--- config.mk ---
export PLATFORM = sky130hd
export DESIGN_NAME = pe_lane_mac
export DESIGN_NICKNAME = d
export VERILOG_FILES = /design/src/rtl/pe_pkg.sv /design/src/rtl/pe_lane_dot.sv /design/src/rtl/pe_lane_mac.sv
export SDC_FILE = /design/constraint.sdc
export NUM_CORES = 1
export LEC_CHECK = 0
export CORE_ASPECT_RATIO = 1.2
export CORE_MARGIN = 1
export CORE_UTILIZATION = 51
export DETAILED_ROUTE_END_ITERATION = 8
export GPL_TIMING_DRIVEN = 0
export PLACE_DENSITY = 0.8
export SETUP_SLACK_MARGIN = 0.05
export SLEW_MARGIN = 20
export SYNTH_ARGS = -nofsm -noshare
export SYNTH_HDL_FRONTEND = slang
export SYNTH_HIERARCHICAL = 1
export SYNTH_SLANG_ARGS = --single-unit
--- constraint.sdc ---
create_clock -name clk -period 9.1 [get_ports clk]
set_input_delay 1.365 -clock clk [delete_from_list [all_inputs] [get_ports clk]]
set_output_delay 1.365 -clock clk [all_outputs]
set_load 0.02 [all_outputs]
--- src/rtl/pe_pkg.sv ---
// Shared types and helpers for the lane-parallel dense-layer processing element.
package pe_pkg;

  typedef enum logic [1:0] {
    IDLE  = 2'd0,
    ACCUM = 2'd1,
    FINAL = 2'd2,
    DONE  = 2'd3
  } pe_state_t;

  localparam int unsigned SEXT_W = 64;

  // Treats bit from_w-1 of v as the sign and replicates it up to SEXT_W bits.
  function automatic logic signed [SEXT_W-1:0] sext(input logic [SEXT_W-1:0] v,
                                                    input int unsigned       from_w);
    logic signed [SEXT_W-1:0] t;
    t = v << (SEXT_W - from_w);
    return t >>> (SEXT_W - from_w);
  endfunction

endpackage

--- src/rtl/pe_lane_dot.sv ---
// Combinational LANES-wide signed multiply followed by a balanced adder tree.
module pe_lane_dot
  import pe_pkg::*;
#(
  parameter int W         = 8,
  parameter int LANES     = 4,
  parameter int ACC_WIDTH = 21
) (
  input  logic [LANES*W-1:0]          i_a_flat,
  input  logic [LANES*W-1:0]          i_b_flat,
  output logic signed [ACC_WIDTH-1:0] o_sum
);

  // Leaves are padded to a power of two so every tree level halves cleanly.
  localparam int LV = $clog2(LANES);
  localparam int P  = 1 << LV;

  always_comb begin
    logic signed [ACC_WIDTH-1:0] v [P];
    logic signed [2*W-1:0]       a2;
    logic signed [2*W-1:0]       b2;
    logic signed [2*W-1:0]       p;
    a2 = '0;
    b2 = '0;
    p  = '0;
    for (int i = 0; i < P; i++) begin
      v[i] = '0;
      if (i < LANES) begin
        a2   = (2*W)'($signed(i_a_flat[i*W +: W]));
        b2   = (2*W)'($signed(i_b_flat[i*W +: W]));
        p    = a2 * b2;
        v[i] = ACC_WIDTH'(sext(64'(unsigned'(p)), 2*W));
      end
    end
    for (int l = 0; l < LV; l++) begin
      for (int i = 0; i < (P >> (l + 1)); i++) begin
        v[i] = v[2*i] + v[2*i+1];
      end
    end
    o_sum = v[0];
  end

endmodule

--- src/rtl/pe_lane_mac.sv ---
// Multi-lane dot-product PE: accumulates LANES products per cycle, then adds bias, applies optional ReLU and saturates.
module pe_lane_mac
  import pe_pkg::*;
#(
  parameter int VECTOR_LENGTH = 16,
  parameter int W             = 8,
  parameter int LANES         = 4,
  parameter int ACC_WIDTH     = 2*W + $clog2(VECTOR_LENGTH) + 1,
  parameter int OUT_WIDTH     = 2*W
) (
  input  logic                          clk,
  input  logic                          reset,
  input  logic                          start,
  input  logic                          relu_en,
  input  logic [W*VECTOR_LENGTH-1:0]    in_vector_flat,
  input  logic [W*VECTOR_LENGTH-1:0]    weight_row_flat,
  input  logic signed [W-1:0]           bias,
  output logic signed [OUT_WIDTH-1:0]   result,
  output logic                          sat,
  output logic                          busy,
  output logic                          done
);

  localparam int N  = VECTOR_LENGTH / LANES;
  localparam int CW = (N > 1) ? $clog2(N) : 1;
  localparam logic [CW-1:0] LAST = CW'(N - 1);

  localparam logic signed [ACC_WIDTH:0] MAXV =
    {{(ACC_WIDTH + 2 - OUT_WIDTH){1'b0}}, {(OUT_WIDTH - 1){1'b1}}};
  localparam logic signed [ACC_WIDTH:0] MINV = ~MAXV;

  pe_state_t                    r_state;
  logic [CW-1:0]                r_chunk;
  logic signed [ACC_WIDTH-1:0]  r_acc;
  logic signed [W-1:0]          r_bias;
  logic                         r_relu;

  int                           w_base;
  logic [LANES*W-1:0]           w_in_chunk;
  logic [LANES*W-1:0]           w_wt_chunk;
  logic signed [ACC_WIDTH-1:0]  w_dot;
  logic signed [ACC_WIDTH:0]    w_fin;
  logic signed [ACC_WIDTH:0]    w_act;
  logic [OUT_WIDTH:0]           w_clamp;

  // Returns {clamped_flag, value} with value limited to the OUT_WIDTH signed range.
  function automatic logic [OUT_WIDTH:0] f_clamp(input logic signed [ACC_WIDTH:0] s);
    if (s > MAXV) return {1'b1, OUT_WIDTH'(MAXV)};
    if (s < MINV) return {1'b1, OUT_WIDTH'(MINV)};
    return {1'b0, OUT_WIDTH'(s)};
  endfunction

  function automatic logic signed [ACC_WIDTH:0] f_relu(input logic signed [ACC_WIDTH:0] s,
                                                       input logic                    en);
    return (en && (s < 0)) ? '0 : s;
  endfunction

  // ACCUM stage: live slice of both vectors selected by the chunk counter
  assign w_base     = int'(r_chunk) * LANES * W;
  assign w_in_chunk = in_vector_flat[w_base +: LANES*W];
  assign w_wt_chunk = weight_row_flat[w_base +: LANES*W];

  pe_lane_dot #(
    .W         (W),
    .LANES     (LANES),
    .ACC_WIDTH (ACC_WIDTH)
  ) u_dot (
    .i_a_flat (w_in_chunk),
    .i_b_flat (w_wt_chunk),
    .o_sum    (w_dot)
  );

  // FINAL stage: bias add one bit wider than the accumulator, then ReLU and clamp
  assign w_fin = (ACC_WIDTH+1)'(sext(64'(unsigned'(r_acc)), ACC_WIDTH))
               + (ACC_WIDTH+1)'(sext(64'(unsigned'(r_bias)), W));
  assign w_act   = f_relu(w_fin, r_relu);
  assign w_clamp = f_clamp(w_act);

  always_ff @(posedge clk) begin
    if (reset) begin
      r_state <= IDLE;
      r_chunk <= '0;
      r_acc   <= '0;
      r_bias  <= '0;
      r_relu  <= 1'b0;
      result  <= '0;
      sat     <= 1'b0;
      busy    <= 1'b0;
      done    <= 1'b0;
    end else begin
      unique case (r_state)
        IDLE, DONE: begin
          if (start) begin
            r_acc   <= '0;
            r_chunk <= '0;
            r_bias  <= bias;
            r_relu  <= relu_en;
            sat     <= 1'b0;
            done    <= 1'b0;
            busy    <= 1'b1;
            r_state <= ACCUM;
          end
        end
        ACCUM: begin
          r_acc <= r_acc + w_dot;
          if (r_chunk == LAST) begin
            r_chunk <= '0;
            r_state <= FINAL;
          end else begin
            r_chunk <= r_chunk + 1'b1;
          end
        end
        FINAL: begin
          result  <= w_clamp[OUT_WIDTH-1:0];
          sat     <= w_clamp[OUT_WIDTH];
          done    <= 1'b1;
          busy    <= 1'b0;
          r_state <= DONE;
        end
        default: r_state <= IDLE;
      endcase
    end
  end

endmodule

==> impl_summary.txt <==
----------------------------------------------------
[Worst setup path]
  CP max stage delay ... 0.55 ns
  Data arrival at the endpoint of the critical path ... 9.74 ns
  Critical R2R Capture ... r_acc[20]$_SDFFE_PP0P_
  Required time reported for the critical path endpoint ... 9.29 ns
  Launch point of the worst reg-to-reg path ... r_chunk[1]$_SDFFE_PP0P_
  Reg2Reg Setup Slack ... -0.34 ns
  Most used cell along the critical path ... fa_1
  Crit Path Max Fanout ... 4
  Element type at the critical path end ... flip-flop
  Critical path start-end classification ... in -> reg
  Critical Path Start Type ... input pin
  Count of cells along the worst register-to-register path ... 37
  Cell type of the slowest stage on the worst timing path ... mux4_2

[Yosys]
  Synth Net Count ... 2494
  Post-synth design cell area ... 0.0169 sq mm
  Fraction of registers with async set/reset ... 0
  Leading cell types by total area after synthesis ... fa_1, ha_1, mux4_2
  EDFF count, synth ... 0
  Syn avg cell area ... 9.55 sq um
  Fraction of the yosys area taken by sequential cells ... 0.0628
  Number of warnings reported in the yosys synthesis log ... 6
  Synth Register Bits ... 53
  Mapped Cells ... 1769
  Most used flip-flop cell after synthesis ... dfxtp_1
  Area leader, netlist ... fa_1
  Count of different cell masters after synthesis ... 71
  Fraction of synthesized cell area taken by the top area cell type ... 0.342

[Clocking]
  Hold bufs inserted after CTS ... 0
  Worst skew pair latency ... 0.30 ns
  CTS max path bufs ... 2
  Total CTS buffers ... 5
  Cell at the root of the clock tree ... clkbuf_16
  Number of sinks handled by clock tree synthesis ... 53
  Clock tree from TritonCTS ... built
  Post-CTS clock slew at the launch and capture registers of the worst setup and hold paths ... 0.07 ns
  Count of H-tree levels built during CTS ... 2

[Die]
  Starting density of the core ... 0.521
  Floorplan die width ... 168 um
  Floorplan core area ... 0.0324 sq mm
  Number of top-level pins ... 287
  Total Die Area ... 0.0339 sq mm
  Num rows ... 72
  Die Y-Extent ... 201 um

[Timing]
  Worst clock skew ... 0.00588 ns
  Period Utilization, post-route ... 1.05
  Unrepaired setup endpoints after global routing ... yes
  Setup-failing EPs final ... 6
  Timing-limited maximum frequency ... 0.105 GHz
  Tightest Pin Transition ... 1.03 ns
  Tmin final ... 9.55 ns
  Fin. Hold Viols ... 0
  Final WS setup ... -0.454 ns
  Max_slew headroom ... 0.312
  Final count of pins violating max slew ... 0

[Routing]
  Total length of routed wires ... 51600 um
  Vias after detailed routing ... 15100
  Number of nets with antenna violations after routing ... 0
  Wire per inst ... 19.6 um
  Number of detailed-route iterations in the first pass ... 7
  Via density per instance ... 5.74
  DRC Markers ... 0
  1st-iter DRT viols ... 1044

[Flow run]
  Max-cap check violation count ... 0

[Min path]
  Start point of the worst min-delay path ... r_bias[5]$_SDFFE_PP0P_
  Cell depth of the worst hold path ... 2
  Class of the most critical hold timing path ... reg -> reg
  Worst Hold End ... r_bias[5]$_SDFFE_PP0P_

[Layout]
  Post-Route Utilization ... 0.692
  # nets final ... 2945
  Layout cells sized above 1 ... 0.200
  Fin area ... 0.0224 sq mm
  Number of fillers in the final layout ... 2275
  Area delta synth->final ... 32.9%

[GRT]
  Global-route wire length before repair ... 81000 um
  Vias in the first global route ... 16400
  Maximum number of pins on one net before global-route repair ... 19
  GRT Util Overall ... 0.302
  Antenna violations before repair ... 0
  GRT overflow ... 0

[Placed design]
  Placed wire-length estimate after detailed placement ... 39200 um
  Count of input and output buffers ... 286
  Placed Instance Area ... 0.0204 sq mm
  Placer congestion estimate ... 0.905

[Outcome]
  Failing checks ... negative setup slack
  Run status ... complete, but fails checks

----------------------------------------------------
==> area by class of cell <==
type,instances,area (sq um),area share
plain buffers,29,160,0.00713
flip-flops and latches,53,1060,0.0473
repair buffers,446,4020,0.179
well taps,407,509,0.0227
clock buffers,5,125,0.00557
inverters,363,1380,0.0614
clock inverters,3,25.0,0.00111
diodes,2,5.00,0.000223
multi-input cells,1322,15200,0.676
==> layer usage <==
layer / up-vias / wire [um] / global-route usage
li1: 6681 / - / -
met3: 181 / 3830 / 0.0563
met5: - / 0 / 0
met4: 0 / 2620 / 0.143
met2: 705 / 26300 / 0.540
met1: 7521 / 18900 / 0.347
==> cell usage after synthesis (all sizes together), types with 4 or more instances <==
cell type	number
ha	168
xor2	22
mux4	64
and2	159
and3	7
nand2b	14
o21bai	7
a211o	4
buf	16
fa	289
o21ai	34
dfxtp	53
o22ai	4
a21o	39
a221o	14
o311ai	4
o211ai	7
or2	5
nor2b	10
nand4	4
nor2	84
clkbuf	14
inv	361
a22oi	17
nand3	8
nor3	13
a31oi	9
a21oi	69
o21a	22
o31a	4
nand2	116
a211oi	11
xnor2	71
or3	10
==> how the worst max path moves through the flow <==
stage                                  from                      to
finish                 weight_row_flat[115]  r_acc[20]$_SDFFE_PP0P_
global route           weight_row_flat[125]  r_acc[20]$_SDFFE_PP0P_
CTS                     in_vector_flat[125]  r_acc[20]$_SDFFE_PP0P_
detailed placement  r_chunk[0]$_SDFFE_PP0P_  r_acc[20]$_SDFFE_PP0P_
global placement    r_chunk[0]$_SDFFE_PP0P_  r_acc[20]$_SDFFE_PP0P_
floorplan               in_vector_flat[115]  r_acc[20]$_SDFFE_PP0P_
==> critical path: cells and delay by family <==
| kind | cells | cell delay (ns) |
|---|---|---|
| adders and majority gates | 9 | 3.56 |
| AOI/OAI and AO/OA | 12 | 2.00 |
| and+or+nand+nor | 6 | 1.01 |
| buffers and inverters | 7 | 0.94 |
| muxes | 1 | 0.55 |
| xor gates and xnor gates | 2 | 0.31 |
==> timing repair <==
action                                  4_1_cts  5_1_grt
buffers inserted                            144       16
endpoints found under the setup margin       12       11
gates resized for setup                     305       73
pin swaps                                   139       57
==> metrics by stage <==
stage	cells	setup TNS (ns)	worst slack [ns]	hold WS, ns
6_report	2630	-2.06	-0.454	0.462
2_1_floorplan	1769	-0.142	-0.116	0.440
5_1_grt	2628	-4.18	-0.776	0.505
3_5_place_dp	2462	-11.47	-1.57	0.455
3_3_place_gp	2462	-10.71	-1.55	0.449
4_1_cts	2612	-1.21	-0.416	0.466
==> cell families (layout without fill, tap and decap cells) <==
group	Yosys count	after routing	synth area share
adders and majority gates	457	457	0.467
and+or+nand+nor	435	435	0.132
buffers and inverters	394	846	0.0889
AOI/OAI and AO/OA	272	272	0.115
xor gates and xnor gates	93	93	0.0482
muxes	65	65	0.0859
DFF	53	53	0.0628
other	0	2	0
==> state kept, by name, summed over array words and instances (netlist names) <==
name     count
r_bias       8
r_acc       21
done         1
r_state      2
r_chunk      2
sat          1
result      16
busy         1
r_relu       1
==> placed cells by master (no fill, tap or decap), types with 6 or more instances in the layout <==
master	netlist	final
a211oi_1	11	9
a21o_1	36	36
a21oi_1	68	51
a21oi_2	1	15
a221o_1	14	14
a22oi_1	17	16
and2_1	159	122
and2_4	0	37
buf_4	0	134
buf_6	2	31
clkbuf_1	14	9
clkdlybuf4s50_1	0	133
dfxtp_1	53	53
dlygate4sd2_1	0	143
fa_1	289	275
fa_2	0	14
ha_1	168	148
ha_4	0	17
inv_1	361	337
inv_2	0	22
mux4_2	64	64
nand2_1	116	101
nand2_2	0	13
nand2b_1	14	12
nand3_1	8	8
nor2_1	84	81
nor2b_1	9	9
nor3_1	13	9
o211ai_1	7	7
o21a_1	22	22
o21ai_0	30	26
o21bai_1	7	6
or3_1	10	9
xnor2_1	71	65
xnor2_2	0	6
xor2_1	22	19
Power is left out: the tool's default activity adds up to more than one toggle a clock period on the data nets, which glitch-free logic cannot reach.
